`src/rtl/padding_ctrl.sv`:
```
// Frame sequencer for the row padding stage: walks one padded frame row by row,
// fetches interior rows from the row buffer and hands each padded row downstream.
module padding_ctrl #(
   parameter int unsigned ROWS = 416,
   parameter int unsigned CW   = 9
) (
   input  logic          clk,
   input  logic          rst,
   input  logic          start,
   input  logic          abort,
   output logic          busy,
   output logic          done,
   output logic          rd_en,
   output logic [CW-1:0] rd_addr,
   input  logic          rd_valid,
   output logic          pad_en,
   output logic [CW-1:0] pad_count,
   output logic          row_valid,
   input  logic          row_ready,
   output logic [CW-1:0] row_idx
);

   localparam logic [CW-1:0] LAST_ROW = CW'(ROWS - 1);

   typedef enum logic [2:0] {
      S_IDLE,
      S_ISSUE,
      S_WAIT_RD,
      S_OUT,
      S_DONE
   } state_t;

   state_t        state_q, state_d;
   logic [CW-1:0] count_q, count_d;
   logic          is_border;

   // State and row counter registers
   always_ff @(posedge clk or posedge rst) begin
      if (rst) begin
         state_q <= S_IDLE;
         count_q <= '0;
      end else begin
         state_q <= state_d;
         count_q <= count_d;
      end
   end

   assign is_border = (count_q == '0) || (count_q == LAST_ROW);

   // Next state and strobes; pad_en follows rd_valid within the WAIT_RD cycle,
   // and abort must mask every strobe in the cycle it is seen.
   always_comb begin
      state_d   = state_q;
      count_d   = count_q;
      busy      = (state_q != S_IDLE);
      done      = 1'b0;
      rd_en     = 1'b0;
      pad_en    = 1'b0;
      row_valid = 1'b0;

      case (state_q)
         S_IDLE: begin
            if (start && !abort) begin
               count_d = '0;
               state_d = S_ISSUE;
            end
         end
         S_ISSUE: begin
            if (is_border) begin
               pad_en  = 1'b1;
               state_d = S_OUT;
            end else begin
               rd_en   = 1'b1;
               state_d = S_WAIT_RD;
            end
         end
         S_WAIT_RD: begin
            pad_en = rd_valid;
            if (rd_valid) begin
               state_d = S_OUT;
            end
         end
         S_OUT: begin
            row_valid = 1'b1;
            if (row_ready) begin
               if (count_q == LAST_ROW) begin
                  state_d = S_DONE;
               end else begin
                  count_d = count_q + CW'(1);
                  state_d = S_ISSUE;
               end
            end
         end
         S_DONE: begin
            done    = 1'b1;
            state_d = S_IDLE;
         end
         default: begin
            state_d = S_IDLE;
         end
      endcase

      if (abort && (state_q != S_IDLE)) begin
         state_d   = S_IDLE;
         count_d   = '0;
         done      = 1'b0;
         rd_en     = 1'b0;
         pad_en    = 1'b0;
         row_valid = 1'b0;
      end
   end

   // Source row is one behind the padded row; zero whenever no read is issued
   assign rd_addr   = rd_en ? (count_q - CW'(1)) : '0;
   assign pad_count = count_q;
   assign row_idx   = count_q;

endmodule

```
`config.mk`:
```
export PLATFORM = sky130hd
export DESIGN_NAME = padding_ctrl
export DESIGN_NICKNAME = d
export VERILOG_FILES = /design/src/rtl/padding_ctrl.sv
export SDC_FILE = /design/constraint.sdc
export NUM_CORES = 1
export LEC_CHECK = 0
export CAP_MARGIN = 20
export CORE_AREA = 2 2 52 54
export CTS_CLUSTER_SIZE = 40
export DETAILED_ROUTE_END_ITERATION = 10
export DIE_AREA = 0 0 54 56
export PLACE_DENSITY = 0.77
export RECOVER_POWER = 50
export SLEW_MARGIN = 20
export SYNTH_ARGS = -nofsm -noshare
export SYNTH_HDL_FRONTEND = slang
export SYNTH_SLANG_ARGS = --single-unit
```
`constraint.sdc`:
```
create_clock -name clk -period 2.8 [get_ports clk]
set_input_delay 0.7 -clock clk [delete_from_list [all_inputs] [get_ports clk]]
set_output_delay 0.7 -clock clk [all_outputs]
set_load 0.02 [all_outputs]
```
; ---- After elaboration in Yosys (flattened, before gate mapping)
; Cells that the tools add are included.
; W data, S select, Z words.
[word_totals]
ram_bits = 0
rom_bits = 0
latch_bits = 0
out_inout_bits = 32
reg_bits = 12
wordCells = 46
input_bits = 6
n_memories = 0
[op_classes]
bitwise = 0
n_reduce_logical = 10
n_lt_le_gt_ge = 0
mul = 0
eq_ne = 9
addsub = 2
shifts = 0
muxes = 23
div = 0
[op_table]
columns = operator, count
row1 = $mux W9, 5
row2 = $pmux W9 S2, 1
row3 = $mux W3, 5
row4 = $ne A3 B3 Y1 const B, 4
row5 = $pmux W3 S4, 1
row6 = $mux W1, 10
row7 = $add A9 B1 Y9 const B, 1
row8 = $eq A9 B9 Y1 const B, 1
row9 = $logic_not A9 Y1, 1
row10 = $sub A9 B1 Y9 const B, 1
row11 = $eq A3 B2 Y1 const B, 2
row12 = $reduce_bool A3 Y1, 2
row13 = $reduce_and A4 Y1, 1
row14 = $eq A3 B1 Y1 const B, 1
row15 = $eq A3 B3 Y1 const B, 1
row16 = $logic_not A3 Y1, 1
row17 = $reduce_and A3 Y1, 1
row18 = $logic_and A1 B1 Y1, 2
row19 = $pmux W1 S2, 1
row20 = $logic_not A1 Y1, 1
row21 = $logic_or A1 B1 Y1, 1

; ---- Longest topological paths before layout
[depth]
depth_word = 6
depth_mapped = 7
depth_no_buf = 7

; ---- Worst setup path before layout
; No wires, ideal clock.
[synth_path]
kind = reg2out
startpoint = register count_q[0], in the netlist pad_count[0]
endpoint = output port pad_en
t_required_ns = 2.100
arrival_time_ns = 2.045
path_stages_with_launch = 8
n_path_buf = 0
path_slack_ns = 0.055
cell_sequence = dfrtp_1 inv_1 ha_1 or4b_4 o32ai_2 and2_1 a21oi_1 nor3_2
[synth_via]
elab_chain_cells = 5
elab_cells_between_ends = 6
classes_between = eq/ne (1) / mux (3) / reduce/logical (2)
[synth_lines]
columns = element, line_no
row1 = start: declaration, 34  ; logic [CW-1:0] count_q, count_d;
row2 = start signal: assignment, 44  ; count_q <= count_d;
row3 = $eq A9 B9 Y1 or $logic_not A9 Y1 (tied branches), 48  ; assign is_border = (count_q == '0) || (count_q == LAST_ROW);
row4 = $logic_or A1 B1 Y1 *, 48
row5 = $mux W1 *, 69  ; if (is_border) begin
row6 = $pmux W1 S2 *, 61  ; case (state_q)
row7 = $mux W1 *, 103  ; if (abort && (state_q != S_IDLE)) begin
row8 = end: declaration, 16  ; output logic pad_en,
; Mark *: on every way between the ends. The rest lies on a longest branch, timed or not.

; ---- Worst setup path in the final report
[layout_path]
startpoint = register count_q[1], in the netlist pad_count[1]
endpoint = output port rd_addr[3]
[layout_via]
elab_chain_cells = 6
elab_cells_between_ends = 8
classes_between = add/sub (1) / eq/ne (1) / mux (4) / reduce/logical (2)
[layout_lines]
columns = element, line_no
row1 = $eq A9 B9 Y1 or $logic_not A9 Y1 (tied branches), 48
row2 = $logic_or A1 B1 Y1, 48
row3 = $mux W1, 69
row4 = $mux W1, 61
row5 = $mux W1, 103
row6 = $mux W9 *, 114  ; assign rd_addr = rd_en ? (count_q - CW'(1)) : '0;
row7 = end: declaration, 14  ; output logic [CW-1:0] rd_addr,
; Marked as above.

==> impl_results.md <==
- Run status: finished with violations
- Violated checks: setup timing
- Cells after Synth: between 100 and 150
- Via count: approximately 1200
- Pleak: roughly 0.73 nW
- Die W: 54 um
- Initial drt markers: 56
- Root Buffer: clkbuf_4
- Clock latency on the worst-skew pair: 290 ps
- P&R area growth vs syn: 45.83%
- Netlist cell types: 37
- Initial antenna violation count: 0
- Final #Nets: around 190
- Async S/R FF share, synth: 1.000
- Worst-case clock buffer depth: 2
- WL final: approximately 3.1 mm
- GP Congestion: between 0.9 and 1
- Remaining Overflow, GRT: 0
- Initial Util: 0.4254
- Max Clock Skew: 7.812 ps
- Post-synth EDFFs: 0
- Max Clk Rate: around 0.35 GHz
- IR Drop Worst-Case VDD: around 0.44 mV
- Ant diodes: 0
- Crit path capture type: output pin
- Mapped Nets: between 100 and 150
- ANT nets after route: 0
- Max stage delay on crit path: around 400 ps
- Max Cap Viol: 0
- #FFs+latches synth: 12
- Startpoint types: register
- Slew HR: 0.6856
- Fin area: 1509 um^2
- Critical path class: register to output pin
- Hold Buf Count CTS: 0
- Hold WC Path Type: register to register
- Max stage delay cell, worst path: dfrtp_1
- Clk slew on worst S/H paths: 90 ps
- All-Layer GR Usage: 0.2113
- Top cell by count, worst path: buf_4
- Worst-path maximum fanout: 8
- Count leader, synth: nor2_1
- Core footprint: between 2000 and 2500 um^2
- Die area: between 3000 and 4000 um^2
- Post-synthesis sequential area ratio: 0.2902
- Post-DP HPWL: between 2 and 2.5 mm
- Met2 Usage GRT: 0.3380
- Area contributors post-synth: dfrtp_1, nand3_1, buf_4
- Syn Std Cell Area: just over 1000 um^2
- H-tree Lvls: 1
- Final Critical Period: about 2900 ps
- WP data arrival: 2180 ps
- Setup WS pre-CTS: -216.6 ps
- Mean Syn Cell Area: between 7 and 8 um^2
- Final setup vio count: 10
- Synth top area share: 0.2902
- DRC Markers: 0
- TritonCTS clock tree: built
- Share of cells above drive strength 1: 0.2542
- Primary FF master, synth: dfrtp_1
- CTS Buf Count: 3
- Vias per cell: roughly 5.8
- Wire per inst: 15.11 um
- FF-to-FF path depth: 9
- Leading area contributor after synthesis: dfrtp_1
- Sink Count: 12
- Pin count of the biggest net entering global routing: 13
- Final worst path period share: 1.027
- Post-synth top cells: nor2_1, nand3_1, nand2_1, dfrtp_1, buf_4
- GR Util met1: 0.2983
- Placed Area: roughly 1500 um^2
- Final Util: 0.6204
- Final Hold Vio Count: 0
- Pins Over Slew Limit: 0
- Number of global-route vias before repair: slightly above 1000
- Slew of the pin with the lowest slew margin: between 400 and 500 ps
- PwrDens: 532.9 nW/um^2
- Final worst slack: -75.75 ps
- RSZ-0062 raised after global routing: yes
- GR peak layer: met2
- Synth warn: 0
- Critical-path cell list: buf_4 > buf_4 > ha_1 > nand3_1 > o32ai_4 > and2_4 > nand3b_2 > a21oi_1 > buf_2
- Drt pass-1 iters: 4
- GR Util met3: 0.002688
- IO Port Bufs: 37
- CP required: 2100 ps
- PnR Total Power: 804.2 uW
- Placed insts: roughly 200
- Die H: around 56 um
- Hold path depth: 1
- IO Pins: 38
- Final std cells w/o fill: between 200 and 250
- Site Rows: 18
- First-pass GRT wire length: 4.864 mm
state kept, by name (all words and copies together) (netlist names):
register / count
pad_count: 9
state_q: 3
final cells by class:
type / count / area (um^2)
Sequential cell: 12 / 300.3
Clock buffer: 4 / 36.28
Tap cell: 30 / 37.54
Timing Repair Buffer: 54 / 456.7
Multi-Input combinational cell: 101 / 655.6
Inverter: 6 / 22.52
Fill cell: 220 / 923.4
worst max-delay path, delay by kind of cell, from the launching register on:
kind	cells	cell delay [ps]
fa+ha+maj	1	190
compound gates	2	250
flops	1	390
buf+inv	3	450
simple gates	3	590
layer usage:
metal / vias up / share of wire
li1: 555 / -
met1: 565 / 0.39
met2: 65 / 0.50
met3: 6 / 0.083
met4: 0 / 0.019
met5: - / 0
layout by cell type, fill, tap and decap left out, drive strengths merged:
cell           count
a21oi              4
a311oi             2
a31oi              2
and2               2
and3               3
and3b              1
buf               26
clkbuf             6
clkdlybuf4s50     14
dfrtp             12
dlygate4sd2        2
dlygate4sd3       10
ha                 2
inv                6
nand2             13
nand2b             3
nand3             15
nand3b             2
nor2              19
nor2b              2
nor3               2
nor3b              1
nor4               1
o2111ai            1
o21ai              7
o22ai              2
o311ai             1
o31ai              4
o32a               2
o32ai              1
or2                1
or3                1
or4                2
or4b               1
xnor2              4
cell families (layout without fill, tap and decap cells):
family	Yosys count	count (layout)	synth area share
simple gates	68	69	0.3470
compound gates	26	26	0.1814
buf+inv	22	64	0.1233
flops	12	12	0.2902
xor+xnor	4	4	0.03385
fa+ha+maj	2	2	0.02418
repair_timing:
item	4_1_cts	5_1_grt
cloned	1	0
pin swaps	3	1
buffers inserted	1	0
resized for setup	57	4
endpoints found under the setup margin	13	11
through the flow:
step / hold slack (ps) / setup TNS, ps
2_1_floorplan: 525.1 / 0
3_3_place_gp: 565.9 / -1623
3_5_place_dp: 587.8 / -2114
4_1_cts: 595.3 / -573.6
5_1_grt: 662.8 / -1449
6_report: 607.7 / -533.9
report_power, final:
group          switching (mW)  total [mW]  internal, mW
Sequential             0.0268       0.217         0.190
Combinational           0.239       0.438         0.199
Clock                  0.0703       0.150        0.0793
path summary, 6_finish.rpt:
check | start | endpoint | slack [ps]
max | pad_count[1] | rd_addr[3] | -80
min | state_q[0] | state_q[1] | 610
max reg2reg | pad_count[1] | pad_count[8] | 510
min reg2reg | state_q[0] | state_q[1] | 610
max in group asynchronous | rst | pad_count[0] | 1610
min in group asynchronous | rst | pad_count[6] | 860
No activity file was read; power rests on OpenSTA's default activity.
